## config.mk

```make
export PLATFORM = sky130hd
export DESIGN_NAME = rect_wave_gen
export DESIGN_NICKNAME = d
export VERILOG_FILES = /design/src/rtl/rect_wave_gen.sv
export SDC_FILE = /design/constraint.sdc
export NUM_CORES = 1
export LEC_CHECK = 0
export ABC_CLOCK_PERIOD_IN_PS = 12300
export CAP_MARGIN = 0
export CORE_MARGIN = 2
export CORE_UTILIZATION = 60
export CTS_BUF_LIST = sky130_fd_sc_hd__clkbuf_4 sky130_fd_sc_hd__clkbuf_8 sky130_fd_sc_hd__clkbuf_16
export DETAILED_ROUTE_END_ITERATION = 16
export GPL_TIMING_DRIVEN = 1
export PLACE_DENSITY = 0.86
export SYNTH_ARGS = -nofsm -noshare
export SYNTH_HDL_FRONTEND = slang
export SYNTH_SLANG_ARGS = --single-unit
```

## constraint.sdc

```tcl
create_clock -name clk -period 12.3 [get_ports clk]
set_input_delay 2.46 -clock clk [delete_from_list [all_inputs] [get_ports clk]]
set_output_delay 2.46 -clock clk [all_outputs]
set_load 0.01 [all_outputs]
```

## src/rtl/rect_wave_gen.sv

```systemverilog
// rect_wave_gen: periodic trapezoidal-pulse sample generator.
// The sequence is delay, rise ramp, high plateau, fall ramp, low. It advances one sample per
// tick, and the phase timing is loaded over a valid/ready handshake while idle.
// Optional burst mode (finite number of periods, `done` pulse) is enabled by the
// RECT_GEN_BURST_EN macro; without it the generator runs until `en` drops.
module rect_wave_gen #(
  parameter int unsigned W  = 16,
  parameter int unsigned CW = 16
) (
  input  logic          clk,
  input  logic          rst_n,
  input  logic          en,
  input  logic          tick,
  input  logic          cfg_valid,
  output logic          cfg_ready,
  input  logic [W-1:0]  cfg_amp,
  input  logic [W-1:0]  cfg_inc,
  input  logic [W-1:0]  cfg_dec,
  input  logic [CW-1:0] cfg_td,
  input  logic [CW-1:0] cfg_tr,
  input  logic [CW-1:0] cfg_th,
  input  logic [CW-1:0] cfg_tf,
  input  logic [CW-1:0] cfg_tl,
`ifdef RECT_GEN_BURST_EN
  input  logic [CW-1:0] cfg_burst,
  output logic          done,
`endif
  output logic [W-1:0]  out_data,
  output logic          out_strobe,
  output logic          busy
);

  typedef enum logic [2:0] {StIdle, StDelay, StRise, StHigh, StFall, StLow} state_e;

  state_e        state_q;
  logic [CW-1:0] cnt_q;   // ticks already spent in the current phase

  // Shadow configuration, only written while idle
  logic [W-1:0]  amp_q, inc_q, dec_q;
  logic [CW-1:0] td_q, tr_q, th_q, tf_q, tl_q;

  logic [CW-1:0] th_eff;
  logic [CW-1:0] cur_len;
  logic          stay;
  logic          found;
  state_e        probe;
  state_e        nxt_phase;
  state_e        sel_phase;
  logic [CW-1:0] sel_k;
  logic [W-1:0]  base_rise, base_fall;
  logic [W:0]    rise_sum, fall_diff;
  logic [W-1:0]  sample;

  // An all-zero period would never produce a sample, so the plateau gets one tick
  assign th_eff = ((tr_q | th_q | tf_q | tl_q) == '0) ? CW'(1) : th_q;

  assign cfg_ready = (state_q == StIdle);
  assign busy      = (state_q != StIdle);

  function automatic state_e succ(input state_e s);
    case (s)
      StIdle:  succ = StDelay;
      StDelay: succ = StRise;
      StRise:  succ = StHigh;
      StHigh:  succ = StFall;
      StFall:  succ = StLow;
      default: succ = StRise;  // delay happens only once per start
    endcase
  endfunction

  function automatic logic [CW-1:0] len_of(input state_e s);
    case (s)
      StDelay: len_of = td_q;
      StRise:  len_of = tr_q;
      StHigh:  len_of = th_eff;
      StFall:  len_of = tf_q;
      StLow:   len_of = tl_q;
      default: len_of = '0;
    endcase
  endfunction

  // Pick the phase and in-phase index for the next tick, then the sample value
  always_comb begin
    cur_len   = len_of(state_q);
    stay      = (state_q != StIdle) && (cnt_q < cur_len);
    nxt_phase = StHigh;
    found     = 1'b0;
    probe     = state_q;
    // Zero-length phases are skipped within the same tick
    for (int i = 0; i < 5; i++) begin
      probe = succ(probe);
      if (!found && (len_of(probe) != '0)) begin
        nxt_phase = probe;
        found     = 1'b1;
      end
    end
    sel_phase = stay ? state_q : nxt_phase;
    sel_k     = stay ? (cnt_q + 1'b1) : CW'(1);

    // Ramps accumulate from the previous sample, which equals min(k*inc, amp) /
    // max(amp - k*dec, 0) because every earlier value was already clamped.
    base_rise = (sel_k == CW'(1)) ? '0 : out_data;
    base_fall = (sel_k == CW'(1)) ? amp_q : out_data;
    rise_sum  = {1'b0, base_rise} + {1'b0, inc_q};
    fall_diff = {1'b0, base_fall} - {1'b0, dec_q};

    sample = '0;
    case (sel_phase)
      StRise: begin
        if ((sel_k == tr_q) || (rise_sum > {1'b0, amp_q})) sample = amp_q;
        else                                                  sample = rise_sum[W-1:0];
      end
      StHigh: sample = amp_q;
      StFall: begin
        // fall_diff[W] is the borrow: the decrement went below zero
        if ((sel_k == tf_q) || fall_diff[W]) sample = '0;
        else                                 sample = fall_diff[W-1:0];
      end
      default: sample = '0;
    endcase
  end

`ifdef RECT_GEN_BURST_EN
  logic [CW-1:0] burst_q;
  logic [CW-1:0] periods_q;
  logic [CW-1:0] periods_nxt;
  logic [CW-1:0] sel_len;
  logic          tail_zero;
  logic          period_end;
  logic          burst_last;

  // A period ends on the last tick of the last non-empty phase of rise..low
  always_comb begin
    sel_len = len_of(sel_phase);
    case (sel_phase)
      StRise:  tail_zero = (th_eff == '0) && (tf_q == '0) && (tl_q == '0);
      StHigh:  tail_zero = (tf_q == '0) && (tl_q == '0);
      StFall:  tail_zero = (tl_q == '0);
      StLow:   tail_zero = 1'b1;
      default: tail_zero = 1'b0;
    endcase
    period_end  = (sel_k == sel_len) && tail_zero;
    periods_nxt = ((state_q == StIdle) ? '0 : periods_q) + 1'b1;
    burst_last  = period_end && (burst_q != '0) && (periods_nxt == burst_q);
  end
`endif

  // Main FSM: config capture, phase sequencing and registered sample output
  always_ff @(posedge clk) begin
    if (!rst_n) begin
      state_q    <= StIdle;
      cnt_q      <= '0;
      out_data   <= '0;
      out_strobe <= 1'b0;
      amp_q      <= '0;
      inc_q      <= '0;
      dec_q      <= '0;
      td_q       <= '0;
      tr_q       <= '0;
      th_q       <= '0;
      tf_q       <= '0;
      tl_q       <= '0;
`ifdef RECT_GEN_BURST_EN
      burst_q    <= '0;
      periods_q  <= '0;
      done       <= 1'b0;
`endif
    end else begin
      out_strobe <= 1'b0;
`ifdef RECT_GEN_BURST_EN
      done       <= 1'b0;
`endif
      if ((state_q != StIdle) && !en) begin
        state_q    <= StIdle;
        cnt_q      <= '0;
        out_data   <= '0;
        out_strobe <= tick;
      end else if ((state_q == StIdle) && cfg_valid) begin
        // Handshake wins over a coinciding start; the start waits for the next tick
        amp_q <= cfg_amp;
        inc_q <= cfg_inc;
        dec_q <= cfg_dec;
        td_q  <= cfg_td;
        tr_q  <= cfg_tr;
        th_q  <= cfg_th;
        tf_q  <= cfg_tf;
        tl_q  <= cfg_tl;
`ifdef RECT_GEN_BURST_EN
        burst_q <= cfg_burst;
`endif
      end else if (en && tick) begin
        state_q    <= sel_phase;
        cnt_q      <= sel_k;
        out_data   <= sample;
        out_strobe <= 1'b1;
`ifdef RECT_GEN_BURST_EN
        if (state_q == StIdle)              periods_q <= '0;
        if (period_end && (burst_q != '0)) periods_q <= periods_nxt;
        if (burst_last) begin
          state_q <= StIdle;
          cnt_q   <= '0;
          done    <= 1'b1;
        end
`endif
      end
    end
  end

endmodule

```

==> impl_metrics.tcl <==
set metrics [dict create \
    p_leak_uw 0.00493 \
    min_period_ps 9850 \
    vias 12000 \
    io_pins 152 \
    routed_wirelength_mm 38.0 \
    final_cell_mix "330 x nand2_1, 164 x dfxtp_1, 150 x clkdlybuf4s50_1, 129 x a21boi_0, 68 x a21oi_1" \
    synthDistinctLibCells 82 \
    final_nets 1784 \
    worstPathMaxFanout 32 \
    hold_depth 2 \
    viasPerCell 6.54 \
    grt_first_pass_wirelength_mm 59.0 \
    combPwrFrac_pct 26.9 \
    mostFrequentLayoutCell "nand2_1" \
    cts_buffer_depth 2 \
    async_reset_ff_share_pct 0 \
    first_pass_iters 6 \
    critPathKind "reg -> reg" \
    setup_violations 0 \
    endpoint_kind "register" \
    clock-sinks 164 \
    die-area_um2 20100 \
    final_util_pct 72.4 \
    crit_slowest_cell "dfxtp_1" \
    p_int_uw 1010 \
    core-area_um2 18600 \
    vdd_ir_drop_max_mv 0.0985 \
    drt_iter0_drc 1283 \
    hp-class "reg -> reg" \
    post-dp-hpwl_mm 28.1 \
    ys.flop_type "dfxtp_1" \
    clock_latency_ps 450 \
    antenna_found_initial 0 \
    syn_inst 1495 \
    diodes 0 \
    ys_seq_area_share_pct 28.9 \
    tightest_slew_ps 1140 \
    track_usage_pct 37.3 \
    globalplace.congestion 1.04 \
    sw_frac_of_total_pct 35.6 \
    drv_cap 0 \
    startpoint_type "register" \
    synthesis.nets 1694 \
    rows 50 \
    drc 0 \
    synth_edf_count 0 \
    setup_tns_ps 0 \
    portBuffers 151 \
    status "finished clean" \
    grt_max_degree 117 \
    maxSlewViolCount 0 \
    max_stage_delay_ps 970 \
    seqPwrFrac_pct 38.9 \
    finClkSkew_ps 11.7 \
    cts_tree "yes" \
    netlist_area_um2 11400 \
    die_y_um 142 \
    cts_resized 0 \
    finalHoldViolCount 0 \
    dp_cells 1800 \
    globalRouteOverflowTotal 0 \
    post_cts_buffers 0 \
    synth-seq-cells 164 \
    wl_per_cell_um 20.7 \
    power_density_nw_per_um2 116 \
    pwr-share-clk_pct 34.2 \
    arrival_ps 10150 \
    cts-root-buf "clkbuf_16" \
    areaGrowthSynthToFinish_pct 18.8 \
    grt_setup_unrepaired "no" \
    required_ps 12600 \
    cts_buffers 17 \
    fin_crit_sh_pct 80.0 \
    worst-r2r-cell-count 32 \
    timing.fmax_mhz 102 \
    first_global_vias 11100 \
    initial_core_util_pct 61.0 \
    power_switching_uw 559 \
    die_w_um 142 \
    ctsHoldBuffers 0 \
    cts_max_level 4 \
    postRouteAntennaNets 0 \
    stdcell_count 1832 \
    synth.avg_cell_area_um2 7.60 \
    slew_headroom_pct 23.9 \
    layout-drive-gt1-share_pct 4.63 \
    yosysWarnings 0 \
    path_clk_slew_ps 80 \
]
layer usage:
layer	share of wire (%)	wire length [µm]	track usage, %
met4	4.7	1800	18.3
met3	8.0	3050	5.94
met2	48	18100	62.7
met5	0	0	0
met1	40	15000	46.6
area by class of cell:
| class | count | area (µm²) |
|---|---|---|
| Clock buffer | 17 | 425 |
| Clock inverter | 15 | 153 |
| Fill cell | 1551 | 5140 |
| Inverter | 56 | 210 |
| Multi-Input combinational cell | 1181 | 7530 |
| Sequential cell | 164 | 3280 |
| Tap cell | 234 | 293 |
| Timing Repair Buffer | 165 | 1610 |
sequential cells by signal, indices dropped and copies added (netlist names):
name	count
dec_q	16
out_strobe	1
cnt_q	16
td_q	16
tl_q	16
amp_q	16
th_q	16
tf_q	16
state_q	3
inc_q	16
out_data	16
tr_q	16
through the flow:
stage | worst slack, ps | hold slack, ps | area (µm²) | power, µW
after floorplan | 4140 | 443 | 11400 | 882
after global placement | 3150 | 454 | 12900 | 1020
after detailed placement | 2820 | 460 | 12900 | 1030
after CTS | 2720 | 471 | 13500 | 1560
after global routing | 1680 | 494 | 13500 | 1630
final | 2450 | 469 | 13500 | 1570
final timing paths:
kind	start	end	slack [ps]
worst max-delay path	state_q[0]	out_data[0]	2450
worst min-delay path	amp_q[8]	amp_q[8]	470
worst max register to register	state_q[0]	out_data[0]	2450
worst min register to register	amp_q[8]	amp_q[8]	470
cell usage after synthesis (22+ instances only):
cell type,count,area (µm²)
nand2_1,331,1240
dfxtp_1,164,3280
a21boi_0,129,968
clkbuf_1,84,315
a21oi_1,69,345
nor2_1,65,244
ha_1,64,801
inv_1,56,210
xnor2_1,42,368
nand3_1,33,165
nor3_1,30,150
o21ai_0,28,140
nor4_1,26,163
a31oi_1,24,150
and2_1,22,138
worst max-delay path, delay by kind of cell (launching register included):
kind	cells	cell delay, ps
flip-flops	1	970
AND/OR/NAND/NOR	6	1440
XOR/XNOR	1	180
AO/OA/AOI/OAI	19	5360
multiplexers	1	250
adder cells (fa/ha/maj)	3	900
buffers and inverters	2	570
cells by family after synthesis:
group                    share of synthesized area, %
multiplexers                                     2.16
adder cells (fa/ha/maj)                          7.40
AND/OR/NAND/NOR                                  24.2
flip-flops                                       28.9
XOR/XNOR                                         4.08
AO/OA/AOI/OAI                                    28.2
buffers and inverters                            5.07
power by group through the flow:
stage               Sequential, µW  Clock [µW]  Combinational (µW)
floorplan                      597           0                 285
global placement               619           0                 401
detailed placement             620           0                 409
CTS                            608         538                 413
global route                   612         560                 460
finish                         610         537                 421
(Power assumes the default switching activity.)
